<file path="src/rtl/tmds_channel_decoder_if.sv">
// TMDS channel decoder bus: raw deserialized word in, decoded symbol and alignment status out.
interface tmds_channel_decoder_if;
   logic [9:0] tmds_raw;
   logic [7:0] vd;
   logic [1:0] cd;
   logic       vde;
   logic       locked;
   logic [3:0] offset;

   // Source side: drives raw words, observes decoder results
   modport master (output tmds_raw, input vd, cd, vde, locked, offset);

   // Decoder side
   modport slave (input tmds_raw, output vd, cd, vde, locked, offset);
endinterface

</file>
<file path="src/rtl/tmds_channel_decoder.sv">
// Single-channel TMDS decoder: bit-slip word alignment on control tokens, then
// token / video decode in a two-register pipeline behind the raw-word register.
module tmds_channel_decoder #(
   parameter int unsigned TOKEN_RUN      = 8,
   parameter int unsigned SEARCH_TIMEOUT = 1024,
   parameter int unsigned LOCK_TIMEOUT   = 2048
) (
   input  logic                   clk,
   input  logic                   rst_n,
   tmds_channel_decoder_if.slave  tmds
);

   localparam int unsigned RUN_W   = $clog2(TOKEN_RUN + 1);
   localparam int unsigned TMR_MAX = (SEARCH_TIMEOUT > LOCK_TIMEOUT) ? SEARCH_TIMEOUT : LOCK_TIMEOUT;
   localparam int unsigned TMR_W   = $clog2(TMR_MAX + 1);

   localparam logic [0:0] ST_SEARCH = 1'b0;
   localparam logic [0:0] ST_LOCKED = 1'b1;

   localparam logic [3:0] OFFSET_MAX = 4'd9;

   logic [0:0]       state_q,    state_d;
   logic [3:0]       offset_q,   offset_d;
   logic [TMR_W-1:0] timer_q,    timer_d;
   logic [RUN_W-1:0] run_q,      run_d;
   logic [9:0]       raw_prev_q;
   logic [9:0]       word_q,     word_d;
   logic [7:0]       vd_q,       vd_d;
   logic [1:0]       cd_q,       cd_d;
   logic             vde_q,      vde_d;
   logic             locked_q,   locked_d;

   logic [18:0]      window_c;
   logic             tok_c;
   logic [1:0]       tok_cd_c;
   logic [7:0]       dat_c;
   logic [7:0]       vd_dec_c;
   logic [3:0]       offset_adv_c;

   // Bit-slip mux: pick the 10-bit word starting at the current offset
   always_comb begin
      window_c = {tmds.tmds_raw[8:0], raw_prev_q};
      word_d   = window_c[9:0];
      for (int k = 1; k < 10; k++) begin
         if (offset_q == 4'(k)) begin
            word_d = window_c[k +: 10];
         end
      end
   end

   // Control token classification of the aligned word
   always_comb begin
      tok_c    = 1'b1;
      tok_cd_c = 2'b00;
      case (word_q)
         10'b1101010100: tok_cd_c = 2'b00;
         10'b0010101011: tok_cd_c = 2'b01;
         10'b0101010100: tok_cd_c = 2'b10;
         10'b1010101011: tok_cd_c = 2'b11;
         default:        tok_c    = 1'b0;
      endcase
   end

   // Video data decode: undo optional inversion, then XOR/XNOR chain
   always_comb begin
      dat_c       = word_q[9] ? ~word_q[7:0] : word_q[7:0];
      vd_dec_c    = '0;
      vd_dec_c[0] = dat_c[0];
      for (int i = 1; i < 8; i++) begin
         vd_dec_c[i] = word_q[8] ? (dat_c[i] ^ dat_c[i-1]) : ~(dat_c[i] ^ dat_c[i-1]);
      end
   end

   // Alignment FSM next state and stage-2 output selection
   always_comb begin
      state_d      = state_q;
      offset_d     = offset_q;
      timer_d      = timer_q;
      run_d        = run_q;
      vd_d         = vd_q;
      cd_d         = cd_q;
      vde_d        = vde_q;
      offset_adv_c = (offset_q == OFFSET_MAX) ? 4'd0 : offset_q + 4'd1;

      case (state_q)
         ST_SEARCH: begin
            vd_d  = 8'd0;
            cd_d  = 2'b00;
            vde_d = 1'b0;
            // Lock takes priority over a coincident search timeout
            if (tok_c && (run_q == RUN_W'(TOKEN_RUN - 1))) begin
               state_d = ST_LOCKED;
               timer_d = '0;
               run_d   = '0;
            end else if (timer_q == TMR_W'(SEARCH_TIMEOUT - 1)) begin
               offset_d = offset_adv_c;
               timer_d  = '0;
               run_d    = '0;
            end else begin
               timer_d = timer_q + TMR_W'(1);
               run_d   = tok_c ? run_q + RUN_W'(1) : '0;
            end
         end

         ST_LOCKED: begin
            if (tok_c) begin
               vde_d   = 1'b0;
               cd_d    = tok_cd_c;
               vd_d    = 8'd0;
               timer_d = '0;
            end else begin
               vde_d = 1'b1;
               vd_d  = vd_dec_c;
               if (timer_q == TMR_W'(LOCK_TIMEOUT - 1)) begin
                  state_d  = ST_SEARCH;
                  offset_d = offset_adv_c;
                  timer_d  = '0;
                  run_d    = '0;
               end else begin
                  timer_d = timer_q + TMR_W'(1);
               end
            end
         end

         default: begin
            state_d = ST_SEARCH;
         end
      endcase

      locked_d = (state_d == ST_LOCKED);
   end

   // State, counters and pipeline registers
   always_ff @(posedge clk or negedge rst_n) begin
      if (!rst_n) begin
         state_q    <= ST_SEARCH;
         offset_q   <= 4'd0;
         timer_q    <= '0;
         run_q      <= '0;
         raw_prev_q <= 10'd0;
         word_q     <= 10'd0;
         vd_q       <= 8'd0;
         cd_q       <= 2'b00;
         vde_q      <= 1'b0;
         locked_q   <= 1'b0;
      end else begin
         state_q    <= state_d;
         offset_q   <= offset_d;
         timer_q    <= timer_d;
         run_q      <= run_d;
         raw_prev_q <= tmds.tmds_raw;
         word_q     <= word_d;
         vd_q       <= vd_d;
         cd_q       <= cd_d;
         vde_q      <= vde_d;
         locked_q   <= locked_d;
      end
   end

   assign tmds.vd     = vd_q;
   assign tmds.cd     = cd_q;
   assign tmds.vde    = vde_q;
   assign tmds.locked = locked_q;
   assign tmds.offset = offset_q;

endmodule

</file>
<file path="src/flat_wrapper.sv">
// flat-port wrapper written by rule: the top's interface ports become plain ports
module tmds_channel_decoder_flat 
#(
   parameter int unsigned TOKEN_RUN      = 8,
   parameter int unsigned SEARCH_TIMEOUT = 1024,
   parameter int unsigned LOCK_TIMEOUT   = 2048
)
  (clk, rst_n, tmds_tmds_raw, tmds_vd, tmds_cd, tmds_vde, tmds_locked, tmds_offset);
  tmds_channel_decoder_if tmds_i ();
  input  logic clk;
  input  logic rst_n;
  input wire logic [$bits(tmds_i.tmds_raw)-1:0] tmds_tmds_raw;
  output wire logic [$bits(tmds_i.vd)-1:0] tmds_vd;
  output wire logic [$bits(tmds_i.cd)-1:0] tmds_cd;
  output wire logic [$bits(tmds_i.vde)-1:0] tmds_vde;
  output wire logic [$bits(tmds_i.locked)-1:0] tmds_locked;
  output wire logic [$bits(tmds_i.offset)-1:0] tmds_offset;
  assign tmds_i.tmds_raw = tmds_tmds_raw;
  assign tmds_vd = tmds_i.vd;
  assign tmds_cd = tmds_i.cd;
  assign tmds_vde = tmds_i.vde;
  assign tmds_locked = tmds_i.locked;
  assign tmds_offset = tmds_i.offset;
  tmds_channel_decoder #(.TOKEN_RUN(TOKEN_RUN), .SEARCH_TIMEOUT(SEARCH_TIMEOUT), .LOCK_TIMEOUT(LOCK_TIMEOUT)) u_core (.clk(clk), .rst_n(rst_n), .tmds(tmds_i));
endmodule
</file>
<file path="config.mk">
export PLATFORM = sky130hd
export DESIGN_NAME = tmds_channel_decoder_flat
export DESIGN_NICKNAME = d
export VERILOG_FILES = /design/src/rtl/tmds_channel_decoder_if.sv /design/src/rtl/tmds_channel_decoder.sv /design/src/flat_wrapper.sv
export SDC_FILE = /design/constraint.sdc
export NUM_CORES = 1
export LEC_CHECK = 0
export BUFFER_PORTS_ARGS = -buffer_cell sky130_fd_sc_hd__buf_2
export CAP_MARGIN = 40
export CORE_UTILIZATION = 60
export CTS_BUF_LIST = sky130_fd_sc_hd__clkbuf_8
export CTS_CLUSTER_SIZE = 10
export DETAILED_ROUTE_END_ITERATION = 16
export PLACE_DENSITY = 0.8
export SLEW_MARGIN = 20
export SYNTH_ARGS = -nofsm -noshare
export SYNTH_HDL_FRONTEND = slang
export SYNTH_SLANG_ARGS = --single-unit
</file>
<file path="constraint.sdc">
create_clock -name clk -period 5.1 [get_ports clk]
set_input_delay 0.51 -clock clk [delete_from_list [all_inputs] [get_ports clk]]
set_output_delay 0.51 -clock clk [all_outputs]
set_load 0.02 [all_outputs]
</file>
==> results of run 1 <==
## per-stage QoR
stage / setup slack (ns) / util [%] / area (um2) / hold WS, ns / cells
detailed placement: 2.702 / 64.38 / 3523 / 0.4783 / 486
finish: 2.642 / 66.28 / 3627 / 0.2215 / 495
global placement: 2.759 / 64.33 / 3521 / 0.4728 / 486
global route: 2.507 / 66.28 / 3627 / 0.2772 / 495
floorplan: 3.145 / - / 3390 / 0.2144 / 413
CTS: 2.678 / 66.14 / 3620 / 0.2437 / 494
## cell usage after synthesis (3+ instances only)
cell | n | share of area, %
sky130_fd_sc_hd__a211oi_1 | 3 | 0.66
sky130_fd_sc_hd__a2bb2oi_1 | 7 | 1.8
sky130_fd_sc_hd__o21ai_0 | 28 | 4.1
sky130_fd_sc_hd__o221ai_1 | 7 | 1.8
sky130_fd_sc_hd__nor2b_1 | 11 | 2.0
sky130_fd_sc_hd__a21oi_1 | 30 | 4.4
sky130_fd_sc_hd__nor3_1 | 20 | 3.0
sky130_fd_sc_hd__ha_1 | 8 | 3.0
sky130_fd_sc_hd__nor2_1 | 61 | 6.8
sky130_fd_sc_hd__nand3_1 | 17 | 2.5
sky130_fd_sc_hd__clkbuf_1 | 20 | 2.2
sky130_fd_sc_hd__nand2b_1 | 5 | 0.92
sky130_fd_sc_hd__a221oi_1 | 4 | 1.0
sky130_fd_sc_hd__xor2_1 | 8 | 2.1
sky130_fd_sc_hd__xnor2_1 | 14 | 3.6
sky130_fd_sc_hd__a21o_1 | 3 | 0.66
sky130_fd_sc_hd__inv_1 | 16 | 1.8
sky130_fd_sc_hd__nand2_1 | 34 | 3.8
sky130_fd_sc_hd__o22ai_1 | 13 | 2.4
sky130_fd_sc_hd__buf_2 | 8 | 1.2
sky130_fd_sc_hd__o211ai_1 | 3 | 0.66
sky130_fd_sc_hd__dfrtp_1 | 52 | 38
sky130_fd_sc_hd__mux2i_1 | 4 | 1.2
sky130_fd_sc_hd__o21ai_1 | 3 | 0.44
## layout by cell type, fill, tap and decap left out, drive strengths merged, types with 2 or more instances in the layout
cell / count
inv: 17
clkbuf: 6
a211o: 2
buf: 31
ha: 8
dfrtp: 52
nand3: 17
o221ai: 7
o21ai: 31
xor2: 8
a22o: 2
a21oi: 30
and3: 2
a21o: 3
xnor2: 14
nand2: 34
nor2b: 11
mux2i: 4
a2bb2oi: 7
a22oi: 2
nor3: 20
nand2b: 5
a211oi: 3
nand4: 2
a221oi: 4
o22ai: 13
nor2: 61
o211ai: 3
o211a: 2
mux2: 2
## power by group through the flow
stage	Sequential [W]	Clock [W]	Combinational [W]
floorplan	0.000434	0	0.0000399
global placement	0.000442	0	0.0000565
detailed placement	0.000443	0	0.0000579
CTS	0.000434	0.000251	0.0000583
global route	0.000436	0.000267	0.0000653
finish	0.000435	0.000245	0.0000585
## logic make-up (layout without fill, tap and decap cells)
family	count (synthesis)	count (layout)	share of synthesized area, %
AOI/OAI and AO/OA	119	119	22.63
xor gates and xnor gates	22	22	5.685
adders and majority gates	8	8	2.953
buffers and inverters	46	56	5.426
DFF	52	52	38.39
muxes	6	6	1.846
and+or+nand+nor	160	160	23.07
## sequential cells by signal (all words and copies together) (netlist names)
| name | count |
|---|---|
| u_core.state_q | 1 |
| u_core.run_q | 4 |
| u_core.tmds.vde | 1 |
| u_core.word_q | 10 |
| u_core.raw_prev_q | 10 |
| u_core.tmds.cd | 2 |
| u_core.tmds.offset | 4 |
| u_core.tmds.vd | 8 |
| u_core.timer_q | 12 |
## final timing paths
kind                                   endpoint  slack, ns             startpoint
hold reg to reg               u_core.timer_q[0]       0.49      u_core.timer_q[0]
hold / removal                u_core.timer_q[4]       0.22                  rst_n
max in group asynchronous  u_core.raw_prev_q[6]       4.46                  rst_n
setup reg to reg               u_core.word_q[2]       2.64  u_core.tmds.offset[3]
setup / recovery               u_core.word_q[2]       2.64  u_core.tmds.offset[3]
min in group clk           u_core.raw_prev_q[9]       0.31       tmds_tmds_raw[9]
## routing by layer
metal	wire length [um]	vias to the layer above	track usage, %
met2	4065	182	48.32
met4	247	0	12.45
met5	0	-	0
met1	3336	1441	38.18
met3	686	31	5.000
li1	-	1481	-
## final cells by class
cell class	instances	area, um2
Tap cell	72	90.09
Fill cell	455	1846
Multi-Input combinational cell	315	1904
Clock buffer	5	68.82
Inverter	16	60.06
Timing Repair Buffer	32	175.2
Clock inverter	3	27.53
Sequential cell	52	1301
==> reports/results.ini, run 1 <==
[timing]
worstMarginPinSlew_ns=0.8543
finalCriticalPeriod_ns=2.458
timing.setup.tns_ns=0
crit_share_post_route_pct=48.20
setup_violations=0
finalHoldViolations=0
maximum_clock_frequency_mhz=406.8
slew_headroom_pct=42.93
timing_max_transition_violations_final=0
clock_skew_ns=0.007157
rsz0062_at_grt=false

[route]
post-route-drc-count=0
wirelength_um=8335
drt_first_pass_iters=5
route.detailed.vias_per_inst=6.333
detail_route.iter0.violations=222
wl_per_cell_um=16.84
post_drt_antenna_nets=0
num_vias=3135

[power_and_ir_drop]
pwr-share-clk_pct=33.1
ir_drop_mv=0.1049
total_leakage_power_nw=1.594
switching_power_w=0.0001938
sequentialPowerShare_pct=59.0
totalPowerFinal_w=0.0007385
power.internal_w=0.0005447
power-per-cell-area_nw_per_um2=203.6
fraction_of_power_spent_switching_nets_pct=26.25
power.combinational.fraction_pct=7.9

[run]
max_cap_violations=0

[place]
place_hpwl_um=5628
number_of_port_buffers=27
gpl.final_weighted_congestion=0.9558

[yosys]
postSynth.topFlopCell=sky130_fd_sc_hd__dfrtp_1
synthesis.area_per_instance_um2=8.207
synth-seq-area-share_pct=38.39
postSynthCellCount=413
yosysWarnings=0
share_of_synthesized_registers_carrying_an_async_set_or_reset_pct=100.0
count_of_flip_flops_with_a_built_in_enable_after_synthesis=0
syn-num-nets=433
synth_area_um2=3390
synth_cell_type_count=52
postSynthRegisterBits=52

[critical_path]
startpoint_type=flip-flop
r2r_cells=6
critical_path.n_buffers_inverters=0
critical_path.max_fanout=24
slowest_stage_delay_on_critical_path_ns=0.79
critPathTopFamily=compound AO/OA/AOI/OAI gates
critical_path_required_ns=5.28
cpMaxStageDelayCell=sky130_fd_sc_hd__dfrtp_1
cp_num_cells=6
timing_worst_setup_path_type=reg -> reg
path_cells=nor2_1, a22o_1, a222oi_1, o21ai_0, a221oi_1, nor3_1
data_arrival_critical_path_ns=2.63
timing.critical_path.to_type=flip-flop

[die]
floorplan.die.width_um=77.16
die_h_um=77.16
core-area_um2=5473
rows=27
num_io_pins=28
floorplan.initialDensity_pct=61.93
fp.dieArea_um2=5954

[global_route]
grt_overflow_total=0
grtUsageTotal_pct=29.42
first_pass_grt_wire_length_um=13900
first_global_vias=2881
grt_start_max_net_pins=53
number_of_antenna_violations_at_the_first_check_in_global_routing=0

[outcome]
run_status=completed

[clock_network]
clk_pin_slew_worst_paths_ns=0.10
post_cts_hold_buffer_count=0
clock_tree.htree_level_count=2
cts_made_buffers=5
post_cts_resized=0
tritoncts_clock_tree=built
cts.path.max_buffers=2
clkLatencyLatePin_ns=0.30
post-cts-setup-buffer-count=0
clock-sinks=52
clk_root_buffer_cell=sky130_fd_sc_hd__clkbuf_8

[final_layout]
net_count_final=442
area_delta_synth_final_pct=7.014
final_layout_size_suffix_gt1_share_pct=11.11
diodes=0

[hold_path]
timing.hold.worst.class=in -> async

Note: power is estimated with default switching activity, not from simulation.
==> inputs of run 2 (changes only) <==
ABC_AREA = 1   (was unset)
CORE_UTILIZATION = 56   (was 60)
PLACE_DENSITY = 0.79   (was 0.8)
clock period = 2.1 ns   (was 5.1 ns; I/O delays follow)
==> reports/results.ini, run 2 <==
[critical_path]
critical_path_required_ns=2.30  ; was 5.28 ns
timing_worst_setup_path_type=reg -> reg  ; unchanged
data_arrival_critical_path_ns=2.11  ; was 2.63 ns
path_cells=inv_1, ha_1, nand4_1, nand3b_1, nand2_2, nand3_4, nand3_1, o21ai_4, and3b_1  ; was nor2_1, a22o_1, a222oi_1, o21ai_0, a221oi_1, nor3_1
r2r_setup_slack_ns=0.19  ; was 2.64 ns
cpMaxStageDelayCell=sky130_fd_sc_hd__dfrtp_1  ; unchanged
slowest_stage_delay_on_critical_path_ns=0.43  ; was 0.79 ns
timing.critical_path.to_type=flip-flop  ; unchanged
startpoint_type=flip-flop  ; unchanged
reg2reg_capture_point=u_core.timer_q[7]  ; was u_core.word_q[2]
r2r_cells=9  ; was 6
critical_path.max_fanout=11  ; was 24
worstReg2RegStart=u_core.word_q[5]  ; was u_core.tmds.offset[3]

[final_layout]
layout_top_registers=u_core.timer_q x12, u_core.raw_prev_q x10, u_core.word_q x10  ; unchanged
filler_cell_count=500  ; was 455
diodes=0  ; unchanged
most_common_library_cell_in_the_layout_ignoring_fill_and_taps=sky130_fd_sc_hd__nand2_1  ; was sky130_fd_sc_hd__nor2_1
stdcell_area_um2=3657  ; was 3627 um2
final_layout_size_suffix_gt1_share_pct=14.40  ; was 11.11%
largest_reg_flops=12  ; unchanged
final_cell_mix=sky130_fd_sc_hd__nand2_1, sky130_fd_sc_hd__inv_1, sky130_fd_sc_hd__dfrtp_1  ; was sky130_fd_sc_hd__nor2_1, sky130_fd_sc_hd__dfrtp_1, sky130_fd_sc_hd__nand2_1
area_delta_synth_final_pct=12.08  ; was 7.014%
largest-register=u_core.timer_q  ; unchanged
net_count_final=512  ; was 442

[yosys]
main_combinational_cell_family_by_area_after_synthesis=simple AND/OR/NAND/NOR gates  ; unchanged
post_synth_and_or_nand_nor_area_fraction_pct=30.79  ; was 23.07%
synthesis.area_per_instance_um2=7.172  ; was 8.207 um2
synth_compound_gate_area_share_pct=12.77  ; was 22.63%
postSynthCellCount=455  ; was 413
syn-num-nets=475  ; was 433
yosys.area.top_type_share_pct=39.88  ; was 38.39%
parity_gate_share_of_the_synthesized_area_counting_xor_and_xnor_cells_pct=4.026  ; was 5.685%
postSynthRegisterBits=52  ; unchanged
synth_top_cells_by_area=sky130_fd_sc_hd__dfrtp_1, sky130_fd_sc_hd__nand2_1, sky130_fd_sc_hd__inv_1  ; was sky130_fd_sc_hd__dfrtp_1, sky130_fd_sc_hd__nor2_1, sky130_fd_sc_hd__a21oi_1
yosysWarnings=0  ; unchanged
share_of_synthesized_registers_carrying_an_async_set_or_reset_pct=100.0  ; unchanged
netlist.top_cell.by_area=sky130_fd_sc_hd__dfrtp_1  ; unchanged
synth_area_um2=3263  ; was 3390 um2
count_of_flip_flops_with_a_built_in_enable_after_synthesis=0  ; unchanged
synth_cell_type_count=34  ; was 52
postSynth.topFlopCell=sky130_fd_sc_hd__dfrtp_1  ; unchanged
synth_fa_ha_area_share_pct=3.067  ; was 2.953%
synth_most_common_cell=sky130_fd_sc_hd__nand2_1  ; was sky130_fd_sc_hd__nor2_1
synth-seq-area-share_pct=39.88  ; was 38.39%
post_synth_most_frequent_cells=sky130_fd_sc_hd__nand2_1, sky130_fd_sc_hd__inv_1, sky130_fd_sc_hd__dfrtp_1, sky130_fd_sc_hd__a21oi_1, sky130_fd_sc_hd__nor2_1  ; was sky130_fd_sc_hd__nor2_1, sky130_fd_sc_hd__dfrtp_1, sky130_fd_sc_hd__nand2_1, sky130_fd_sc_hd__a21oi_1, sky130_fd_sc_hd__o21ai_0
synth_mux_area_share_pct=0  ; was 1.846%

[timing]
maximum_clock_frequency_mhz=524.6  ; was 406.8 MHz
timing.setup.tns_ns=0  ; unchanged
finalCriticalPeriod_ns=1.906  ; was 2.458 ns
slew_headroom_pct=53.06  ; was 42.93%
setup_violations=0  ; unchanged
crit_share_post_route_pct=90.78  ; was 48.20%
rsz0062_at_grt=false  ; unchanged
timing_max_transition_violations_final=0  ; unchanged
worstMarginPinSlew_ns=0.7041  ; was 0.8543 ns
finalHoldViolations=0  ; unchanged
clock_skew_ns=0.005996  ; was 0.007157 ns

[global_route]
grtUsageTotal_pct=27.13  ; was 29.42%
grt_overflow_total=0  ; unchanged
first_pass_grt_wire_length_um=13150  ; was 13900 um
grt_start_max_net_pins=33  ; was 53
first_global_vias=2842  ; was 2881
number_of_antenna_violations_at_the_first_check_in_global_routing=0  ; unchanged

[power_and_ir_drop]
total_leakage_power_nw=1.885  ; was 1.594 nW
ir_drop_mv=0.4081  ; was 0.1049 mV
power-per-cell-area_nw_per_um2=492.7  ; was 203.6 nW/um2

[die]
floorplan.die.width_um=78.34  ; was 77.16 um
rows=27  ; unchanged
core-area_um2=5574  ; was 5473 um2
die_h_um=78.34  ; was 77.16 um
fp.dieArea_um2=6136  ; was 5954 um2
num_io_pins=28  ; unchanged
floorplan.initialDensity_pct=58.54  ; was 61.93%

[clock_network]
cts_made_buffers=5  ; unchanged
clock_tree.htree_level_count=2  ; unchanged
clk_pin_slew_worst_paths_ns=0.10  ; about the same
clock-sinks=52  ; unchanged
tritoncts_clock_tree=built  ; unchanged
clkLatencyLatePin_ns=0.30  ; about the same
cts.path.max_buffers=2  ; unchanged
clk_root_buffer_cell=sky130_fd_sc_hd__clkbuf_8  ; unchanged

[place]
placed_cell_area_um2=3528  ; was 3523 um2
gpl.final_weighted_congestion=0.9375  ; was 0.9558
number_of_port_buffers=27  ; unchanged
place_hpwl_um=5620  ; was 5628 um

[route]
wirelength_um=7634  ; was 8335 um
drt_first_pass_iters=5  ; unchanged
wl_per_cell_um=13.51  ; was 16.84 um
post_drt_antenna_nets=0  ; unchanged
route.detailed.vias_per_inst=5.315  ; was 6.333
num_vias=3003  ; was 3135
detail_route.iter0.violations=187  ; was 222
post-route-drc-count=0  ; unchanged

[hold_path]
min_path_cells=1
min_from=tmds_tmds_raw[9]
timing.hold.worst.class=in -> reg  ; was in -> async
whs_endpoint=u_core.raw_prev_q[9]

[outcome]
run_status=completed  ; unchanged

[run]
max_cap_violations=0  ; unchanged

-- run 2: area by class of cell --
class / count / area [um2] / area share [%]
multi-input combinational: 324 / 1674 / 45.77
sequential: 52 / 1301 / 35.58
inverter: 67 / 251.5 / 6.876
timing repair buffer: 42 / 250.2 / 6.842
tap: 72 / 90.09 / 2.463
clock buffer: 5 / 68.82 / 1.882
clock inverter: 3 / 21.27 / 0.5816
-- run 2: critical path: cells and delay by family, from the launching register on --
family	cells	cell delay [ns]
AO/OA/AOI/OAI	1	0.14
adder cells (fa/ha/maj)	1	0.15
buffers and inverters	1	0.09
flip-flops	1	0.43
AND/OR/NAND/NOR	6	0.99
-- run 2: kinds of logic after synthesis --
| family | Yosys count |
|---|---|
| XOR/XNOR | 15 |
| buffers and inverters | 79 |
| adder cells (fa/ha/maj) | 8 |
| AO/OA/AOI/OAI | 80 |
| AND/OR/NAND/NOR | 221 |
| flip-flops | 52 |
-- run 2: how the worst max path moves through the flow --
stage / start / end / cells past startpoint
floorplan: u_core.word_q[0] / u_core.timer_q[1] / 10
global route: u_core.tmds.offset[3] / u_core.word_q[8] / 11
detailed placement: u_core.word_q[5] / u_core.timer_q[3] / 10
CTS: u_core.word_q[5] / u_core.timer_q[3] / 10
global placement: u_core.word_q[0] / u_core.timer_q[3] / 10
finish: u_core.word_q[5] / u_core.timer_q[7] / 9
-- run 2: metrics by stage --
step | worst slack [ns] | power (W) | hold slack [ns] | utilization (%) | cells
floorplan | 0.4108 | 0.001149 | -0.08559 | - | 455
global placement | 0.07030 | 0.001219 | 0.2930 | 63.30 | 555
detailed placement | -0.02507 | 0.001223 | 0.3033 | 63.30 | 555
CTS | 0.1396 | 0.001815 | 0.01941 | 65.16 | 564
global route | 0.007136 | 0.001872 | 0.01096 | 65.61 | 565
finish | 0.1936 | 0.001802 | 0.02116 | 65.61 | 565
-- run 2: report_power, final --
| part | switching, W | internal, W | total (W) | leakage, nW |
|---|---|---|---|---|
| Clock | 0.000357 | 0.000238 | 0.000595 | 0.0445 |
| Sequential | 0.0000264 | 0.00102 | 0.00105 | 0.666 |
| Combinational | 0.0000989 | 0.0000584 | 0.000157 | 1.18 |
-- run 2: timing repair --
| item | 4_1_cts | 5_1_grt |
|---|---|---|
| endpoints found under the setup margin | 3 | 5 |
| pin swaps | 0 | 1 |
| hold endpoints to repair | 30 | 0 |
| buffers inserted | 0 | 1 |
| hold buffers | 1 | 0 |
| gates resized for setup | 1 | 4 |
-- run 2: per-layer routing --
metal | part of all wire (%) | vias to the layer above | GRT usage, %
met2 | 48 | 93 | 45.35
met1 | 46 | 1383 | 36.36
met5 | 0 | - | 0
li1 | - | 1514 | -
met3 | 4.6 | 13 | 4.186
met4 | 1.4 | 0 | 8.148
==> inputs of run 3 (changes only) <==
PLACE_DENSITY = 0.83   (was 0.79)
==> reports/results.ini, run 3 (same netlist as run 2, synthesis figures left out) <==
[outcome]
run_status=completed  ; unchanged

[route]
post_drt_antenna_nets=0  ; unchanged
route.detailed.vias_per_inst=5.285  ; was 5.315
num_vias=2986  ; was 3003
wl_per_cell_um=13.03  ; was 13.51 um
post-route-drc-count=0  ; unchanged
wirelength_um=7363  ; was 7634 um
detail_route.iter0.violations=159  ; was 187
drt_first_pass_iters=5  ; unchanged

[die]
fp.dieArea_um2=6136  ; unchanged
floorplan.die.width_um=78.34  ; unchanged
core-area_um2=5574  ; unchanged
die_h_um=78.34  ; unchanged
rows=27  ; unchanged
num_io_pins=28  ; unchanged
floorplan.initialDensity_pct=58.54  ; unchanged

[hold_path]
min_path_cells=1  ; unchanged
timing.hold.worst.class=in -> reg  ; unchanged

[timing]
crit_share_post_route_pct=92.36  ; was 90.78%
worstMarginPinSlew_ns=0.6744  ; was 0.7041 ns
slew_headroom_pct=55.04  ; was 53.06%
finalHoldViolations=0  ; unchanged
rsz0062_at_grt=false  ; unchanged
timing_max_transition_violations_final=0  ; unchanged
clock_skew_ns=0.01159  ; was 0.005996 ns
finalCriticalPeriod_ns=1.940  ; was 1.906 ns
hold-worst-slack_ns=0.01085  ; was 0.02116 ns
maximum_clock_frequency_mhz=515.6  ; was 524.6 MHz
setup_violations=0  ; unchanged

[clock_network]
clock-sinks=52  ; unchanged
post-cts-setup-buffer-count=0  ; unchanged
cts_made_buffers=5  ; unchanged
tritoncts_clock_tree=built  ; unchanged
clkLatencyLatePin_ns=0.32  ; was 0.30 ns
cts.path.max_buffers=2  ; unchanged
clk_pin_slew_worst_paths_ns=0.10  ; about the same
clock_tree.htree_level_count=2  ; unchanged
clk_root_buffer_cell=sky130_fd_sc_hd__clkbuf_8  ; unchanged

[final_layout]
largest_reg_flops=12  ; unchanged
final_cell_mix=sky130_fd_sc_hd__nand2_1, sky130_fd_sc_hd__inv_1, sky130_fd_sc_hd__dfrtp_1  ; unchanged
diodes=0  ; unchanged
layout_top_registers=u_core.timer_q x12, u_core.raw_prev_q x10, u_core.word_q x10  ; unchanged
largest-register=u_core.timer_q  ; unchanged
area_delta_synth_final_pct=12.23  ; was 12.08%
final_layout_size_suffix_gt1_share_pct=14.20  ; was 14.40%
net_count_final=512  ; unchanged
most_common_library_cell_in_the_layout_ignoring_fill_and_taps=sky130_fd_sc_hd__nand2_1  ; unchanged

[global_route]
grt_start_max_net_pins=32  ; was 33
number_of_antenna_violations_at_the_first_check_in_global_routing=0  ; unchanged
first_global_vias=2808  ; was 2842
grtUsageTotal_pct=26.27  ; was 27.13%
globalRouteMet1Util_pct=34.46  ; was 36.36%
first_pass_grt_wire_length_um=12750  ; was 13150 um
grtUsageMet2_pct=44.56  ; was 45.35%
top_usage_layer=met2  ; unchanged
grt_overflow_total=0  ; unchanged
groute.layer.met3.usage_pct=3.605  ; was 4.186%

[critical_path]
r2r_cells=12  ; was 9
cpMaxStageDelayCell=sky130_fd_sc_hd__dfrtp_1  ; unchanged
timing_worst_setup_path_type=reg -> reg  ; unchanged
startpoint_type=flip-flop  ; unchanged
data_arrival_critical_path_ns=2.17  ; was 2.11 ns
critical_path.max_fanout=6  ; was 11
timing.critical_path.to_type=flip-flop  ; unchanged
critical_path_required_ns=2.33  ; was 2.30 ns
slowest_stage_delay_on_critical_path_ns=0.38  ; was 0.43 ns
path_cells=ha_2, nand2_2, nor2_4, nand3_2, nor2_2, nand3_2, nor2_4, nand2_2, nand2_4, nand3_4, nor2_2, xor2_1  ; was inv_1, ha_1, nand4_1, nand3b_1, nand2_2, nand3_4, nand3_1, o21ai_4, and3b_1

[place]
number_of_port_buffers=27  ; unchanged
gpl.final_weighted_congestion=0.9804  ; was 0.9375
place_hpwl_um=5541  ; was 5620 um

[run]
max_cap_violations=0  ; unchanged

[power_and_ir_drop]
total_leakage_power_nw=1.892  ; was 1.885 nW
ir_drop_mv=0.3647  ; was 0.4081 mV
totalPowerFinal_w=0.001805  ; was 0.001802 W
power-per-cell-area_nw_per_um2=492.9  ; was 492.7 nW/um2

[run 3: cell types whose count changed in the layout (fill, tap and decap cells not counted)]
cell / previous run / this run
sky130_fd_sc_hd__buf_4: 14 / 13
sky130_fd_sc_hd__dlygate4sd3_1: 1 / 2
sky130_fd_sc_hd__nand2_1: 119 / 120
sky130_fd_sc_hd__nand2_2: 4 / 3
sky130_fd_sc_hd__nand3_1: 33 / 32
sky130_fd_sc_hd__nand3_2: 2 / 3
sky130_fd_sc_hd__o21ai_0: 31 / 30
sky130_fd_sc_hd__o21ai_1: 2 / 3
[run 3: cell type report]
type	count	area, um2
Timing Repair Buffer	42	252.7
Inverter	67	251.5
Multi-Input combinational cell	324	1677
Fill cell	488	1912
Tap cell	72	90.09
Clock buffer	5	68.82
Sequential cell	52	1301
Clock inverter	3	21.27
[run 3: metrics by stage]
stage | setup WS, ns | TNS [ns] | cells | cell area [um2] | util [%]
after floorplan | 0.4108 | 0 | 455 | 3263 | -
after global placement | 0.08687 | 0 | 555 | 3528 | 63.30
after detailed placement | -0.06309 | -0.1315 | 555 | 3528 | 63.30
after CTS | 0.09057 | 0 | 564 | 3632 | 65.16
after global routing | 0.007927 | 0 | 565 | 3662 | 65.70
final | 0.1605 | 0 | 565 | 3662 | 65.70
[run 3: worst paths after layout]
check	startpoint	end	slack (ns)
setup / recovery	u_core.timer_q[0]	u_core.tmds.offset[2]	0.16
hold / removal	tmds_tmds_raw[8]	u_core.raw_prev_q[8]	0.01
setup reg to reg	u_core.timer_q[0]	u_core.tmds.offset[2]	0.16
hold reg to reg	u_core.timer_q[0]	u_core.timer_q[0]	0.47
max in group asynchronous	rst_n	u_core.tmds.vd[5]	1.02
min in group asynchronous	rst_n	u_core.raw_prev_q[0]	0.46
[run 3: per-layer routing]
layer	routed length, um	vias up	part of all wire [%]
li1	-	1514	-
met1	3271	1363	44
met2	3574	101	49
met3	421	8	5.7
met4	95	0	1.3
met5	0	-	0
[run 3: worst max-delay path, delay by kind of cell, from the launching register on]
family                     cells  cell delay, ns
xor gates and xnor gates       1            0.17
adders and majority gates      1            0.21
DFF                            1            0.38
and+or+nand+nor               10            1.09
[run 3: power breakdown]
| group | total [W] | internal (W) | leakage (nW) | switching (W) |
|---|---|---|---|---|
| registers | 0.00105 | 0.00102 | 0.666 | 0.0000265 |
| logic | 0.000156 | 0.0000579 | 1.18 | 0.0000985 |
| clock network | 0.000599 | 0.000238 | 0.0445 | 0.000361 |
[run 3: timing repair]
action	4_1_cts	5_1_grt
endpoints found under the hold margin	29	1
hold buffers	1	1
endpoints found under the setup margin	4	7
gates resized for setup	1	5
